[src/rtl/game_pkg.sv]
// Shared encodings and constants for the reaction game round controller.
package game_pkg;

  typedef enum logic [1:0] {
    IDLE   = 2'd0,
    WAIT   = 2'd1,
    GO     = 2'd2,
    RESULT = 2'd3
  } state_t;

  typedef enum logic [1:0] {
    WIN_NONE = 2'b00,
    WIN_P1   = 2'b01,
    WIN_P2   = 2'b10,
    WIN_TIE  = 2'b11
  } winner_t;

  localparam logic [15:0] LFSR_SEED = 16'hACE1;
  // Taps 16,14,13,11 map to bits 15,13,12,10.
  localparam logic [15:0] LFSR_TAPS = 16'hB400;

  function automatic logic [15:0] lfsr_next(input logic [15:0] s);
    return {s[14:0], ^(s & LFSR_TAPS)};
  endfunction

endpackage

[src/rtl/key_sync_edge.sv]
// Two-flop synchronizer for an asynchronous key level plus a rising-edge pulse.
module key_sync_edge (
  input  logic clk,
  input  logic rst,
  input  logic key,
  output logic press
);

  logic s1, s2, prev;

  always_ff @(posedge clk or posedge rst) begin
    if (rst) begin
      s1   <= 1'b0;
      s2   <= 1'b0;
      prev <= 1'b0;
    end else begin
      s1   <= key;
      s2   <= s1;
      prev <= s2;
    end
  end

  assign press = s2 & ~prev;

endmodule

[src/rtl/reaction_round_ctrl.sv]
// Round sequencer and first-press arbiter for the two-player reaction game.
module reaction_round_ctrl
  import game_pkg::*;
#(
  parameter int unsigned TICK_DIV        = 50000,
  parameter int unsigned DELAY_MIN_TICKS = 1000,
  parameter int unsigned DELAY_BITS      = 11,
  parameter int unsigned TIMEOUT_TICKS   = 3000,
  parameter int unsigned HOLD_TICKS      = 2000
) (
  input  logic        CLOCK_50,
  input  logic        reset,
  input  logic        p1_key,
  input  logic        p2_key,
  input  logic        space_key,
  output logic        go_led,
  output logic        busy,
  output logic [1:0]  winner,
  output logic [1:0]  foul,
  output logic [15:0] reaction_ticks,
  output logic [3:0]  score_p1,
  output logic [3:0]  score_p2
);

  localparam int unsigned PW  = (TICK_DIV > 1) ? $clog2(TICK_DIV) : 1;
  localparam int unsigned DCW = $clog2(DELAY_MIN_TICKS + (1 << DELAY_BITS) + 1);

  logic p1_press, p2_press, space_press;

  key_sync_edge u_sync_p1    (.clk(CLOCK_50), .rst(reset), .key(p1_key),    .press(p1_press));
  key_sync_edge u_sync_p2    (.clk(CLOCK_50), .rst(reset), .key(p2_key),    .press(p2_press));
  key_sync_edge u_sync_space (.clk(CLOCK_50), .rst(reset), .key(space_key), .press(space_press));

  state_t          state_q, state_d;
  logic [15:0]     lfsr_q;
  logic [PW-1:0]   presc_q, presc_d;
  logic [DCW-1:0]  delay_q, delay_d;
  logic [15:0]     phase_q, phase_d;
  logic [1:0]      win_q, win_d;
  logic [1:0]      foul_q, foul_d;
  logic [15:0]     rt_q, rt_d;
  logic [3:0]      s1_q, s1_d, s2_q, s2_d;
  logic            tick, restart;

  assign tick = (presc_q == PW'(TICK_DIV - 1));

  always_ff @(posedge CLOCK_50 or posedge reset) begin
    if (reset) begin
      state_q <= IDLE;
      lfsr_q  <= LFSR_SEED;
      presc_q <= '0;
      delay_q <= '0;
      phase_q <= '0;
      win_q   <= WIN_NONE;
      foul_q  <= '0;
      rt_q    <= '0;
      s1_q    <= '0;
      s2_q    <= '0;
    end else begin
      state_q <= state_d;
      lfsr_q  <= lfsr_next(lfsr_q);
      presc_q <= presc_d;
      delay_q <= delay_d;
      phase_q <= phase_d;
      win_q   <= win_d;
      foul_q  <= foul_d;
      rt_q    <= rt_d;
      s1_q    <= s1_d;
      s2_q    <= s2_d;
    end
  end

  always_comb begin
    state_d = state_q;
    delay_d = delay_q;
    phase_d = phase_q;
    win_d   = win_q;
    foul_d  = foul_q;
    rt_d    = rt_q;
    s1_d    = s1_q;
    s2_d    = s2_q;
    restart = 1'b0;
    presc_d = tick ? '0 : presc_q + 1'b1;

    case (state_q)
      IDLE: begin
        if (space_press) begin
          state_d = WAIT;
          win_d   = WIN_NONE;
          foul_d  = '0;
          rt_d    = '0;
          delay_d = DCW'(DELAY_MIN_TICKS) + DCW'(lfsr_q[DELAY_BITS-1:0]);
          restart = 1'b1;
        end
      end
      WAIT: begin
        // Any press beats the delay expiring in the same cycle.
        if (p1_press || p2_press) begin
          state_d = RESULT;
          phase_d = '0;
          restart = 1'b1;
          foul_d  = {p2_press, p1_press};
          if (p1_press && p2_press) begin
            win_d = WIN_NONE;
          end else if (p1_press) begin
            win_d = WIN_P2;
            if (s2_q != 4'hF) s2_d = s2_q + 4'd1;
          end else begin
            win_d = WIN_P1;
            if (s1_q != 4'hF) s1_d = s1_q + 4'd1;
          end
        end else if (tick) begin
          if (delay_q <= DCW'(1)) begin
            state_d = GO;
            delay_d = '0;
            phase_d = '0;
            restart = 1'b1;
          end else begin
            delay_d = delay_q - DCW'(1);
          end
        end
      end
      GO: begin
        if (p1_press || p2_press) begin
          state_d = RESULT;
          phase_d = '0;
          restart = 1'b1;
          if (p1_press && p2_press) begin
            win_d = WIN_TIE;
          end else if (p1_press) begin
            win_d = WIN_P1;
            if (s1_q != 4'hF) s1_d = s1_q + 4'd1;
          end else begin
            win_d = WIN_P2;
            if (s2_q != 4'hF) s2_d = s2_q + 4'd1;
          end
        end else if (tick) begin
          if (rt_q != 16'hFFFF) rt_d = rt_q + 16'd1;
          if (phase_q == 16'(TIMEOUT_TICKS - 1)) begin
            state_d = RESULT;
            win_d   = WIN_NONE;
            phase_d = '0;
            restart = 1'b1;
          end else begin
            phase_d = phase_q + 16'd1;
          end
        end
      end
      RESULT: begin
        if (tick) begin
          if (phase_q == 16'(HOLD_TICKS - 1)) begin
            state_d = IDLE;
            phase_d = '0;
          end else begin
            phase_d = phase_q + 16'd1;
          end
        end
      end
      default: state_d = IDLE;
    endcase

    if (restart) presc_d = '0;
  end

  assign go_led         = (state_q == GO);
  assign busy           = (state_q != IDLE);
  assign winner         = win_q;
  assign foul           = foul_q;
  assign reaction_ticks = rt_q;
  assign score_p1       = s1_q;
  assign score_p2       = s2_q;

endmodule

[config.mk]
export PLATFORM = sky130hd
export DESIGN_NAME = reaction_round_ctrl
export DESIGN_NICKNAME = d
export VERILOG_FILES = /design/src/rtl/game_pkg.sv /design/src/rtl/key_sync_edge.sv /design/src/rtl/reaction_round_ctrl.sv
export SDC_FILE = /design/constraint.sdc
export NUM_CORES = 1
export LEC_CHECK = 0
export CORE_ASPECT_RATIO = 1.2
export CORE_MARGIN = 4
export CORE_UTILIZATION = 30
export CTS_CLUSTER_DIAMETER = 50
export DETAILED_ROUTE_END_ITERATION = 7
export DONT_BUFFER_PORTS = 1
export PLACE_DENSITY_LB_ADDON = 0.12
export SYNTH_ARGS = -nofsm -noshare
export SYNTH_HDL_FRONTEND = slang
export SYNTH_HIERARCHICAL = 1
export SYNTH_SLANG_ARGS = --single-unit
export TNS_END_PERCENT = 10
[constraint.sdc]
create_clock -name CLOCK_50 -period 4.1 [get_ports CLOCK_50]
set_input_delay 0.205 -clock CLOCK_50 [delete_from_list [all_inputs] [get_ports CLOCK_50]]
set_output_delay 0.205 -clock CLOCK_50 [all_outputs]
set_load 0.01 [all_outputs]
==> metrics.txt, run 1 <==
# TYPE chip_impl_metric gauge
chip_impl_metric{name="drc_errors",unit=""} 0
chip_impl_metric{name="clk_pin_slew_worst_paths",unit="ps"} 70
chip_impl_metric{name="cell_internal_pwr",unit="mW"} 2.08
chip_impl_metric{name="worst-endpoint-arrival",unit="ps"} 3090
chip_impl_metric{name="power_switching",unit="mW"} 1.46
chip_impl_metric{name="finalSetupViolations",unit=""} 0
chip_impl_metric{name="yosysWarningCount",unit=""} 6
chip_impl_metric{name="cp_max_fo",unit=""} 9
chip_impl_metric{name="grt_antenna_before_repair",unit=""} 0
chip_impl_info{name="cts.root.buffer_cell",value="clkbuf_16"} 1
chip_impl_metric{name="tot_pwr",unit="mW"} 3.53
chip_impl_metric{name="sw_frac_of_total",unit="%"} 41.3
chip_impl_metric{name="synth_sequential_area_ratio",unit="%"} 45.9
chip_impl_metric{name="wirelength",unit="mm"} 13.5
chip_impl_metric{name="number_of_buffers_inserted_by_port_buffering",unit=""} 0
chip_impl_metric{name="max-clock-path-buffers",unit=""} 2
chip_impl_info{name="outcome",value="complete, no violations"} 1
chip_impl_info{name="synth-main-ff-cell",value="dfrtp_1"} 1
chip_impl_info{name="yosys.cell_count.top_type",value="dfrtp_1"} 1
chip_impl_metric{name="cts_buffers",unit=""} 9
chip_impl_metric{name="post_route_cells_drive_above_1_share",unit="%"} 10.3
chip_impl_metric{name="net_count_synth",unit=""} 567
chip_impl_metric{name="num-nets-final",unit=""} 566
chip_impl_info{name="crit_type",value="register to register"} 1
chip_impl_metric{name="clock_latency",unit="ps"} 350
chip_impl_metric{name="first_global_vias",unit=""} 4253
chip_impl_metric{name="mappedNetlistArea",unit="um2"} 5420
chip_impl_metric{name="postSynthAreaPerCell",unit="um2"} 9.85
chip_impl_metric{name="layout_setup_ws",unit="ps"} 1290
chip_impl_metric{name="h-tree-depth",unit=""} 3
chip_impl_metric{name="final_weighted_congestion_in_routability_driven_placement",unit=""} 0.773
chip_impl_metric{name="timing.final.crit_period",unit="ps"} 2810
chip_impl_metric{name="post-cts-setup-buffers",unit=""} 0
chip_impl_metric{name="final_max_slew_viol_count",unit=""} 0
chip_impl_metric{name="grt_pass1_wl",unit="mm"} 22.6
chip_impl_metric{name="rr_worst_depth",unit=""} 7
chip_impl_metric{name="routed-via-count",unit=""} 4199
chip_impl_metric{name="cap_viol_max_count",unit=""} 0
chip_impl_metric{name="post_dp_hpwl",unit="mm"} 9.57
chip_impl_metric{name="slew-limit-headroom",unit="%"} 26.8
chip_impl_metric{name="tot_gr_track_use",unit="%"} 14.0
chip_impl_metric{name="layout-area-overhead-vs-synth",unit="%"} 10.4
chip_impl_metric{name="die_width",unit="um"} 131
chip_impl_metric{name="post-route-cell-area",unit="um2"} 5980
chip_impl_metric{name="power.clock.fraction",unit="%"} 24.2
chip_impl_metric{name="avgRoutedWirePerCell",unit="um"} 17.4
chip_impl_metric{name="grt_overflow",unit=""} 0
chip_impl_metric{name="insertedDiodeCount",unit=""} 0
chip_impl_info{name="synth_largest_area_cell",value="dfrtp_1"} 1
chip_impl_metric{name="synth_largest_type_area_fraction",unit="%"} 42.0
chip_impl_info{name="cts_tree",value="yes"} 1
chip_impl_info{name="crit_path_end_kind",value="register"} 1
chip_impl_metric{name="drt_pre_antenna_iters",unit=""} 4
chip_impl_metric{name="avgViaCountPerCell",unit=""} 5.43
chip_impl_metric{name="final.period_utilization",unit="%"} 68.5
chip_impl_metric{name="synth.ff_latch_count",unit=""} 99
chip_impl_metric{name="drt.antenna.violating_nets",unit=""} 0
chip_impl_metric{name="report.final.hold_viol_count",unit=""} 0
chip_impl_metric{name="ffs_w_async_s_r_synth",unit="%"} 100
chip_impl_metric{name="dieHeight",unit="um"} 155
chip_impl_metric{name="fmaxAchievable",unit="GHz"} 0.356
chip_impl_metric{name="initial_utilization",unit="%"} 30.7
chip_impl_metric{name="total_leakage_power",unit="nW"} 2.43
chip_impl_metric{name="syn_inst",unit=""} 550
chip_impl_metric{name="p_seq_share",unit="%"} 36.5
chip_impl_metric{name="postCtsResizedCells",unit=""} 0
chip_impl_metric{name="irDropWorstVdd",unit="mV"} 0.277
chip_impl_metric{name="io_pins",unit=""} 35
chip_impl_metric{name="dr_iter_0_viols",unit=""} 160
chip_impl_metric{name="dp_slack",unit="ps"} 1290
chip_impl_metric{name="clock_skew",unit="ps"} 9.97
chip_impl_metric{name="filler_cell_count",unit=""} 1823
chip_impl_metric{name="synthDistinctLibCells",unit=""} 73
chip_impl_metric{name="worst_pin_slew",unit="ps"} 1090
chip_impl_metric{name="grt_max_degree",unit=""} 50
chip_impl_info{name="worst_hold_check_path_type",value="input port to async pin"} 1
chip_impl_info{name="synth_area_leaders",value="dfrtp_1, dfstp_2, nand3_1"} 1
chip_impl_info{name="commonest_cells_in_the_synthesized_netlist",value="dfrtp_1, nand2_1, nor2_1, nand3_1, nor3_1"} 1
chip_impl_metric{name="synth_enable_flop_cells",unit=""} 0
chip_impl_metric{name="cts.sink_count",unit=""} 99
chip_impl_metric{name="placed_area",unit="um2"} 5650
chip_impl_metric{name="core_util_final",unit="%"} 33.9
chip_impl_metric{name="die_area",unit="um2"} 20300
chip_impl_info{name="grt_setup_unrepaired",value="false"} 1
chip_impl_metric{name="worst-endpoint-required",unit="ps"} 4380
chip_impl_metric{name="seqCellArea",unit="um2"} 2490
chip_impl_info{name="worst_setup_path_start_kind",value="register"} 1
chip_impl_metric{name="power.share.combinational",unit="%"} 39.3
chip_impl_metric{name="fp-row-count",unit=""} 53
chip_impl_metric{name="power.density_cell_area",unit="nW/um2"} 591
chip_impl_metric{name="floorplan.core_area",unit="um2"} 17600
chip_impl_metric{name="holdBufCountCts",unit=""} 4
chip_impl_metric{name="final.setup.tns",unit="ps"} 0
chip_impl_metric{name="multi_input_area",unit="um2"} 2750
-- worst paths after layout --
path,endpoint,startpoint,slack [ps]
worst max-delay path,reaction_ticks[10],state_q[0],1290
worst min-delay path,u_sync_p1/s1,reset,230
worst max register to register,reaction_ticks[10],state_q[0],1290
worst min register to register,u_sync_p1/s2,u_sync_p1/s1,350
max in group asynchronous,presc_q[7],reset,2500
min in group CLOCK_50,u_sync_p1/s2,u_sync_p1/s1,350
-- power groups by stage --
| stage | registers, mW | logic, mW | clock network [mW] |
|---|---|---|---|
| 6_report | 1.29 | 1.39 | 0.854 |
| 3_5_place_dp | 1.31 | 1.40 | 0 |
| 3_3_place_gp | 1.31 | 1.39 | 0 |
| 2_1_floorplan | 1.27 | 1.08 | 0 |
| 4_1_cts | 1.29 | 1.41 | 0.887 |
| 5_1_grt | 1.32 | 1.55 | 0.930 |
-- state kept, by name (all words and copies together) (netlist names) --
signal and flops:
lfsr_q 16, u_sync_space/prev 1, u_sync_space/s2 1, u_sync_space/s1 1, u_sync_p1/s1 1, u_sync_p2/s1 1, u_sync_p1/s2 1, foul 2
reaction_ticks 16, score_p1 4, phase_q 16, presc_q 16, u_sync_p2/s2 1, state_q 2, score_p2 4, u_sync_p2/prev 1
winner 2, delay_q 12, u_sync_p1/prev 1
-- final cells by class --
| type | instances | share of cell area, % |
|---|---|---|
| clock buffer | 10 | 4.00 |
| inverter | 22 | 1.40 |
| clock inverter | 6 | 0.941 |
| sequential | 99 | 41.6 |
| tap | 220 | 4.60 |
| timing repair buffer | 11 | 1.55 |
| multi-input combinational | 406 | 45.9 |
-- worst max-delay path, stage by stage (launching register included) --
cell	delay, ps
dfrtp_1	430
inv_1	130
ha_1	440
clkinv_1	330
o21ai_1	620
nand3_1	200
or4_1	490
nand3_1	90
-- per-layer routing --
layer	GRT usage, %	share of wire (%)
met5	0	0
met4	3.77	1.3
met3	3.43	3.2
met2	23.2	50
met1	18.1	45
-- layout by cell type (no fill, tap or decap), drive strengths merged, types with 5 or more instances in the layout --
master,synthesis,routed
dfstp,8,8
nor2,43,43
nor3,27,27
mux2,5,5
clkbuf,15,10
a22o,14,14
and3,7,7
mux2i,5,5
inv,20,23
a21oi,12,12
nor2b,7,7
nand2b,6,6
a221o,5,5
buf,8,7
or3,7,7
ha,12,12
o21ai,22,22
nand4,9,9
o21a,5,5
nand2,45,45
xnor2,18,18
o22ai,5,5
dfrtp,91,91
xor2,11,11
nand3,39,39
nor4,8,8
or4,8,8
o211ai,18,18
a211oi,5,5
-- cells by family after synthesis --
logic type | count (synthesis) | synth area share (%)
simple gates | 228 | 22.6
xor+xnor | 29 | 4.69
compound gates | 127 | 18.6
mux | 10 | 2.03
buf+inv | 45 | 3.42
flops | 99 | 45.9
fa+ha+maj | 12 | 2.77
-- stage by stage --
| step | instances | hold WS (ps) |
|---|---|---|
| after detailed placement | 754 | -33.0 |
| after floorplan | 550 | -41.4 |
| after global routing | 774 | 236 |
| after global placement | 754 | -34.2 |
| final | 774 | 230 |
| after CTS | 774 | 217 |
Power figures use the tool's default switching activity.
==> inputs of run 2 (changes only) <==
==> constraint.sdc (replaced) <==
create_clock -name CLOCK_50 -period 2.8 [get_ports CLOCK_50]
set_input_delay 0.14 -clock CLOCK_50 [delete_from_list [all_inputs] [get_ports CLOCK_50]]
set_output_delay 0.14 -clock CLOCK_50 [all_outputs]
set_load 0.01 [all_outputs]
==> run 2 against run 1 <==
Design area rose by 2.5%. Clock power is 55% higher. Non-clock buffer count up 17. Routed wire length grew 0.69%. Combinational power rose by 53%. First-iteration DRC count up 66%. Critical path depth down 2. Die area unchanged. Cell count grew 2.2%. Largest cell class unchanged. Largest power group unchanged.
==> metrics.txt, run 2 (synthesis gave the netlist of run 1 again) <==
# TYPE chip_impl_metric gauge
chip_impl_info{name="final_cell_mix",value="dfrtp_1, nand2_1, nor2_1"} 1
chip_impl_metric{name="fp-row-count",unit=""} 53
chip_impl_metric{name="grt_overflow",unit=""} 0
chip_impl_metric{name="initial_utilization",unit="%"} 30.7
chip_impl_metric{name="final_max_slew_viol_count",unit=""} 0
chip_impl_metric{name="total_leakage_power",unit="nW"} 2.52
chip_impl_info{name="cell_type_of_the_slowest_stage_on_the_worst_timing_path",value="or4_4"} 1
chip_impl_metric{name="floorplan.core_area",unit="um2"} 17600
chip_impl_metric{name="insertedDiodeCount",unit=""} 0
chip_impl_metric{name="timing.final.crit_period",unit="ps"} 2570
chip_impl_metric{name="cap_viol_max_count",unit=""} 0
chip_impl_info{name="mostFrequentLayoutCell",value="dfrtp_1"} 1
chip_impl_metric{name="fmaxAchievable",unit="GHz"} 0.389
chip_impl_metric{name="wirelength",unit="mm"} 13.6
chip_impl_metric{name="clk_pin_slew_worst_paths",unit="ps"} 70
chip_impl_metric{name="layout-area-overhead-vs-synth",unit="%"} 13.1
chip_impl_metric{name="drc_errors",unit=""} 0
chip_impl_metric{name="final.setup.tns",unit="ps"} 0
chip_impl_metric{name="postCtsResizedCells",unit=""} 0
chip_impl_metric{name="cts.sink_count",unit=""} 99
chip_impl_info{name="crit_path_end_kind",value="register"} 1
chip_impl_metric{name="report.final.hold_viol_count",unit=""} 0
chip_impl_metric{name="finalSetupViolations",unit=""} 0
chip_impl_metric{name="avgRoutedWirePerCell",unit="um"} 17.2
chip_impl_metric{name="slew-limit-headroom",unit="%"} 26.4
chip_impl_metric{name="avgViaCountPerCell",unit=""} 5.50
chip_impl_metric{name="core_util_final",unit="%"} 34.7
chip_impl_metric{name="die_width",unit="um"} 131
chip_impl_metric{name="routed-via-count",unit=""} 4348
chip_impl_metric{name="cts_buffers",unit=""} 9
chip_impl_metric{name="drt.antenna.violating_nets",unit=""} 0
chip_impl_metric{name="worst-endpoint-arrival",unit="ps"} 2800
chip_impl_metric{name="tot_gr_track_use",unit="%"} 14.3
chip_impl_metric{name="groute.layer.met2.usage",unit="%"} 22.4
chip_impl_metric{name="number_of_buffers_inserted_by_port_buffering",unit=""} 0
chip_impl_info{name="cts.root.buffer_cell",value="clkbuf_16"} 1
chip_impl_metric{name="worst_pin_slew",unit="ps"} 1100
chip_impl_info{name="grt.busiest_layer",value="met2"} 1
chip_impl_metric{name="grt_antenna_before_repair",unit=""} 0
chip_impl_metric{name="drt_pre_antenna_iters",unit=""} 4
chip_impl_info{name="crit_type",value="register to register"} 1
chip_impl_metric{name="dr_iter_0_viols",unit=""} 265
chip_impl_metric{name="grt_max_degree",unit=""} 48
chip_impl_info{name="worst_setup_path_start_kind",value="register"} 1
chip_impl_info{name="timing.critical_path.max_delay_family",value="simple AND/OR/NAND/NOR gates"} 1
chip_impl_metric{name="p_seq_share",unit="%"} 35.4
chip_impl_metric{name="grtUsageMet1",unit="%"} 19.6
chip_impl_metric{name="final.period_utilization",unit="%"} 91.7
chip_impl_metric{name="post_route_cells_drive_above_1_share",unit="%"} 12.8
chip_impl_metric{name="cp_max_fo",unit=""} 13
chip_impl_metric{name="grtUsageMet3",unit="%"} 1.96
chip_impl_metric{name="clock_latency",unit="ps"} 350
chip_impl_metric{name="irDropWorstVdd",unit="mV"} 0.287
chip_impl_info{name="crit_path_cell_trace",value="or4_4 > o41ai_4 > o21ai_2 > or4_1 > o211a_1"} 1
chip_impl_metric{name="cp_num_buf_inv",unit=""} 0
chip_impl_metric{name="power.clock.fraction",unit="%"} 24.7
chip_impl_metric{name="final_weighted_congestion_in_routability_driven_placement",unit=""} 0.817
chip_impl_info{name="timing.critical_path.from",value="phase_q[12]"} 1
chip_impl_metric{name="clock_skew",unit="ps"} 8.08
chip_impl_info{name="worst_hold_check_path_type",value="input port to async pin"} 1
chip_impl_metric{name="cell_internal_pwr",unit="mW"} 3.24
chip_impl_metric{name="power_switching",unit="mW"} 2.11
chip_impl_metric{name="cpPeakStageDelay",unit="ps"} 580
chip_impl_info{name="reg2reg_from",value="phase_q[12]"} 1
chip_impl_metric{name="h-tree-depth",unit=""} 3
chip_impl_metric{name="max-clock-path-buffers",unit=""} 2
chip_impl_metric{name="first_global_vias",unit=""} 4365
chip_impl_metric{name="sw_frac_of_total",unit="%"} 39.4
chip_impl_metric{name="dieHeight",unit="um"} 155
chip_impl_metric{name="worst-endpoint-required",unit="ps"} 3030
chip_impl_info{name="cts_tree",value="yes"} 1
chip_impl_metric{name="power.density_cell_area",unit="nW/um2"} 872
chip_impl_metric{name="grt_pass1_wl",unit="mm"} 23.3
chip_impl_metric{name="post_dp_hpwl",unit="mm"} 9.58
chip_impl_metric{name="power.share.combinational",unit="%"} 39.9
chip_impl_metric{name="die_area",unit="um2"} 20300
chip_impl_metric{name="io_pins",unit=""} 35
chip_impl_info{name="grt_setup_unrepaired",value="false"} 1
chip_impl_metric{name="num-nets-final",unit=""} 583
chip_impl_info{name="outcome",value="complete, no violations"} 1
-- run 2: cell types whose count changed in the layout (fill, tap and decap cells not counted) --
cell | previous run | this run
buf_4 | 7 | 24
bufinv_16 | 0 | 1
clkbuf_1 | 0 | 1
clkbuf_8 | 1 | 3
inv_6 | 2 | 0
inv_8 | 2 | 0
-- run 2: power groups by stage --
stage	Clock (mW)	Combinational (mW)	Sequential (mW)
after detailed placement	0	2.16	1.92
after floorplan	0	1.58	1.86
final	1.32	2.13	1.89
after CTS	1.37	2.17	1.90
after global routing	1.43	2.40	1.93
after global placement	0	2.13	1.91
-- run 2: path summary, 6_finish.rpt --
kind,end,slack (ps),cells past startpoint
hold reg to reg,u_sync_p2/s2,350,0
setup reg to reg,state_q[0],230,5
max in group asynchronous,presc_q[11],1880,3
min in group CLOCK_50,u_sync_p2/s1,340,1
setup / recovery,state_q[0],230,5
hold / removal,u_sync_space/prev,190,2
-- run 2: per-stage QoR --
step | instance area [um2] | hold slack [ps] | power, mW | worst slack [ps] | instances
2_1_floorplan | 5420 | -106 | 3.44 | 338 | 550
3_3_place_gp | 5770 | -99.7 | 4.05 | 309 | 771
3_5_place_dp | 5770 | -99.7 | 4.08 | 210 | 771
4_1_cts | 6130 | 168 | 5.44 | 210 | 791
5_1_grt | 6130 | 205 | 5.76 | 34.4 | 791
6_report | 6130 | 187 | 5.35 | 232 | 791
-- run 2: final cells by class --
class | instances | area (um2)
Clock inverter | 3 | 46.3
Timing Repair Buffer | 28 | 220
Sequential cell | 99 | 2490
Clock buffer | 13 | 270
Tap cell | 220 | 275
Multi-Input combinational cell | 406 | 2750
Inverter | 22 | 83.8
Fill cell | 1794 | 11500
-- run 2: repair_timing --
action	in CTS	in global routing
hold buffers	4	0
endpoints found under the hold margin	94	0
setup buffers	0	0
-- run 2: routing by layer --
layer,wire (um),vias to the layer above,share of wire [%]
li1,-,2084,-
met1,6250,2182,46
met2,6720,68,49
met3,374,14,2.8
met4,248,0,1.8
met5,0,-,0
==> inputs of run 3 (changes only) <==
--- a/config.mk
+++ b/config.mk
@@ -14,6 +14,5 @@
 export PLACE_DENSITY_LB_ADDON = 0.12
 export SYNTH_ARGS = -nofsm -noshare
 export SYNTH_HDL_FRONTEND = slang
-export SYNTH_HIERARCHICAL = 1
 export SYNTH_SLANG_ARGS = --single-unit
 export TNS_END_PERCENT = 10
==> run 3 against run 2 <==
Total power decreased by 9.5%. Synthesized area decreased by 7.3%. Die area decreased by 6.9%. Design area decreased by 7.8%. Synthesized cell count decreased by 7.6%. Sequential share of layout area increased by 3.5 points. Fmax increased by 8.5%. Global-route usage decreased by 1.9 points. Critical endpoint is now delay_q[3]. Highest routed layer unchanged.
==> metrics.txt, run 3 <==
# TYPE chip_impl_metric gauge
chip_impl_info{name="outcome",value="complete, no violations"} 1
chip_impl_info{name="worst_hold_check_path_type",value="input port to register"} 1
chip_impl_metric{name="net_count_synth",unit=""} 525
chip_impl_metric{name="post_route_cells_drive_above_1_share",unit="%"} 10.2
chip_impl_metric{name="min_path_cells",unit=""} 1
chip_impl_metric{name="num-nets-final",unit=""} 533
chip_impl_metric{name="r2r_slack",unit="ps"} 430
chip_impl_metric{name="cts.sink_count",unit=""} 99
chip_impl_metric{name="worst-endpoint-required",unit="ps"} 3030
chip_impl_metric{name="dieHeight",unit="um"} 150
chip_impl_metric{name="tot_gr_track_use",unit="%"} 12.4
chip_impl_metric{name="post-cts-setup-buffers",unit=""} 0
chip_impl_metric{name="synth_largest_type_area_fraction",unit="%"} 45.3
chip_impl_metric{name="timing.final.crit_period",unit="ps"} 2370
chip_impl_info{name="whs_endpoint",value="u_sync_space.s1"} 1
chip_impl_metric{name="grt_max_degree",unit=""} 68
chip_impl_metric{name="slew-limit-headroom",unit="%"} 44.7
chip_impl_metric{name="layout-area-overhead-vs-synth",unit="%"} 12.5
chip_impl_metric{name="total_leakage_power",unit="nW"} 2.41
chip_impl_info{name="crit_path_end_kind",value="register"} 1
chip_impl_info{name="final_cell_mix",value="dfrtp_1, nor2_1, nand2_1"} 1
chip_impl_metric{name="clk_pin_slew_worst_paths",unit="ps"} 70
chip_impl_metric{name="fp-row-count",unit=""} 51
chip_impl_metric{name="floorplan.core_area",unit="um2"} 16300
chip_impl_metric{name="cap_viol_max_count",unit=""} 0
chip_impl_metric{name="drt_pre_antenna_iters",unit=""} 4
chip_impl_metric{name="final.period_utilization",unit="%"} 84.5
chip_impl_metric{name="final_weighted_congestion_in_routability_driven_placement",unit=""} 0.748
chip_impl_metric{name="grt_pass1_wl",unit="mm"} 19.0
chip_impl_info{name="grt_setup_unrepaired",value="false"} 1
chip_impl_metric{name="power.density_cell_area",unit="nW/um2"} 856
chip_impl_metric{name="yosysWarningCount",unit=""} 0
chip_impl_info{name="synth_largest_area_cell",value="dfrtp_1"} 1
chip_impl_metric{name="insertedDiodeCount",unit=""} 0
chip_impl_info{name="crit_type",value="register to register"} 1
chip_impl_metric{name="final_max_slew_viol_count",unit=""} 0
chip_impl_info{name="cts.root.buffer_cell",value="clkbuf_16"} 1
chip_impl_metric{name="io_pins",unit=""} 35
chip_impl_metric{name="post_dp_hpwl",unit="mm"} 8.03
chip_impl_metric{name="tot_pwr",unit="mW"} 4.83
chip_impl_metric{name="clock_skew",unit="ps"} 9.15
chip_impl_metric{name="wirelength",unit="mm"} 11.3
chip_impl_metric{name="syn_inst",unit=""} 508
chip_impl_metric{name="irDropWorstVdd",unit="mV"} 0.400
chip_impl_metric{name="routed-via-count",unit=""} 3818
chip_impl_metric{name="postSynthAreaPerCell",unit="um2"} 9.89
chip_impl_metric{name="placed_cells_incl_taps",unit=""} 713
chip_impl_metric{name="synth_sequential_area_ratio",unit="%"} 49.5
chip_impl_info{name="mostFrequentLayoutCell",value="dfrtp_1"} 1
chip_impl_info{name="cts_tree",value="yes"} 1
chip_impl_metric{name="worst_pin_slew",unit="ps"} 829
chip_impl_metric{name="cts_buffers",unit=""} 9
chip_impl_metric{name="mappedNetlistArea",unit="um2"} 5020
chip_impl_metric{name="clock_latency",unit="ps"} 350
chip_impl_metric{name="initial_utilization",unit="%"} 30.8
chip_impl_metric{name="filler_cell_count",unit=""} 1667
chip_impl_metric{name="synth.ff_latch_count",unit=""} 99
chip_impl_metric{name="ffs_w_async_s_r_synth",unit="%"} 100
chip_impl_info{name="worstHoldStart",value="space_key"} 1
chip_impl_metric{name="holdBufCountCts",unit=""} 4
chip_impl_metric{name="final.setup.tns",unit="ps"} 0
chip_impl_metric{name="max-clock-path-buffers",unit=""} 2
chip_impl_metric{name="synthDistinctLibCells",unit=""} 64
chip_impl_metric{name="rr_worst_depth",unit=""} 7
chip_impl_info{name="worst_setup_path_start_kind",value="register"} 1
chip_impl_metric{name="layout_setup_ws",unit="ps"} 433
chip_impl_metric{name="avgViaCountPerCell",unit=""} 5.21
chip_impl_metric{name="die_width",unit="um"} 126
chip_impl_metric{name="first_global_vias",unit=""} 3701
chip_impl_metric{name="die_area",unit="um2"} 18900
chip_impl_metric{name="dr_iter_0_viols",unit=""} 213
chip_impl_metric{name="cp_max_fo",unit=""} 16
chip_impl_info{name="commonest_cells_in_the_synthesized_netlist",value="dfrtp_1, nor2_1, nand2_1, o21ai_0, nand3_1"} 1
chip_impl_metric{name="grt_antenna_before_repair",unit=""} 0
chip_impl_info{name="yosys.cell_count.top_type",value="dfrtp_1"} 1
chip_impl_metric{name="finalSetupViolations",unit=""} 0
chip_impl_info{name="synth_area_leaders",value="dfrtp_1, nor2_1, dfstp_2"} 1
chip_impl_metric{name="synth_enable_flop_cells",unit=""} 0
chip_impl_metric{name="h-tree-depth",unit=""} 3
chip_impl_info{name="synth-main-ff-cell",value="dfrtp_1"} 1
chip_impl_metric{name="dp_slack",unit="ps"} 441
chip_impl_metric{name="avgRoutedWirePerCell",unit="um"} 15.4
chip_impl_info{name="reg2reg_from",value="state_q[0]"} 1
chip_impl_metric{name="report.final.hold_viol_count",unit=""} 0
chip_impl_metric{name="number_of_buffers_inserted_by_port_buffering",unit=""} 0
chip_impl_metric{name="drc_errors",unit=""} 0
chip_impl_metric{name="postCtsResizedCells",unit=""} 0
chip_impl_metric{name="drt.antenna.violating_nets",unit=""} 0
chip_impl_metric{name="worst-endpoint-arrival",unit="ps"} 2600
chip_impl_metric{name="fmaxAchievable",unit="GHz"} 0.422
chip_impl_metric{name="core_util_final",unit="%"} 34.6
chip_impl_info{name="r2r-end",value="delay_q[3]"} 1
chip_impl_metric{name="grt_overflow",unit=""} 0
chip_impl_metric{name="fin_cells",unit=""} 733
==> run 3: changes by cell type after synthesis, sizes merged, moves of 6 or more <==
cell    previous run  this run
o21ai             22        35
xor2              11        20
nand3             39        24
nor2              43        58
o211ai            18         2
nor3              27        15
clkbuf            15         7
o21bai             1         7
==> run 3: critical path, stage by stage, from the launching register on <==
cell,delay (ps)
dfrtp_1,390
inv_1,100
ha_1,290
inv_1,270
nor2_1,190
and2b_1,530
o21ai_0,180
a221o_1,310
==> run 3: cell families after synthesis <==
group                      after synthesis  synth area share (%)
AOI/OAI and AO/OA                      108                  15.1
xor gates and xnor gates                36                  6.28
adders and majority gates               12                  2.99
buffers and inverters                   39                  3.09
DFF                                     99                  49.5
muxes                                    6                  1.32
and+or+nand+nor                        208                  21.7
==> run 3: how the worst max path moves through the flow <==
stage	from	to	slack [ps]
2_1_floorplan	reset	delay_q[0]	80
3_3_place_gp	state_q[1]	state_q[0]	470
4_1_cts	state_q[0]	delay_q[2]	430
5_1_grt	state_q[0]	delay_q[2]	200
3_5_place_dp	state_q[0]	delay_q[3]	440
6_report	state_q[0]	delay_q[3]	430
==> run 3: per-stage QoR <==
stage | hold slack, ps | area [um2]
final | 350 | 5650
after global routing | 337 | 5650
after CTS | 341 | 5650
after detailed placement | 172 | 5290
after global placement | 172 | 5290
after floorplan | 171 | 5020
==> run 3: area by class of cell <==
| cell class | instances | area [um2] | area share, % |
|---|---|---|---|
| clock buffers | 10 | 229 | 4.05 |
| clock inverters | 6 | 90.1 | 1.59 |
| repair buffers | 13 | 108 | 1.90 |
| well taps | 212 | 265 | 4.70 |
| flip-flops and latches | 99 | 2490 | 44.0 |
| multi-input cells | 370 | 2380 | 42.1 |
| inverters | 23 | 88.8 | 1.57 |
==> run 3: layer usage <==
| metal | vias to the layer above | GRT usage, % | share of wire (%) |
|---|---|---|---|
| met5 | - | 0 | 0 |
| met4 | 0 | 4.29 | 1.8 |
| met3 | 17 | 3.39 | 4.9 |
| met2 | 79 | 20.5 | 50 |
| met1 | 1883 | 15.7 | 44 |
| li1 | 1839 | - | - |
==> run 3: power breakdown <==
group          internal [mW]  total [mW]  switching, mW
Combinational          0.614        1.58          0.962
Sequential              1.65        1.93          0.277
Clock                  0.785        1.33          0.547
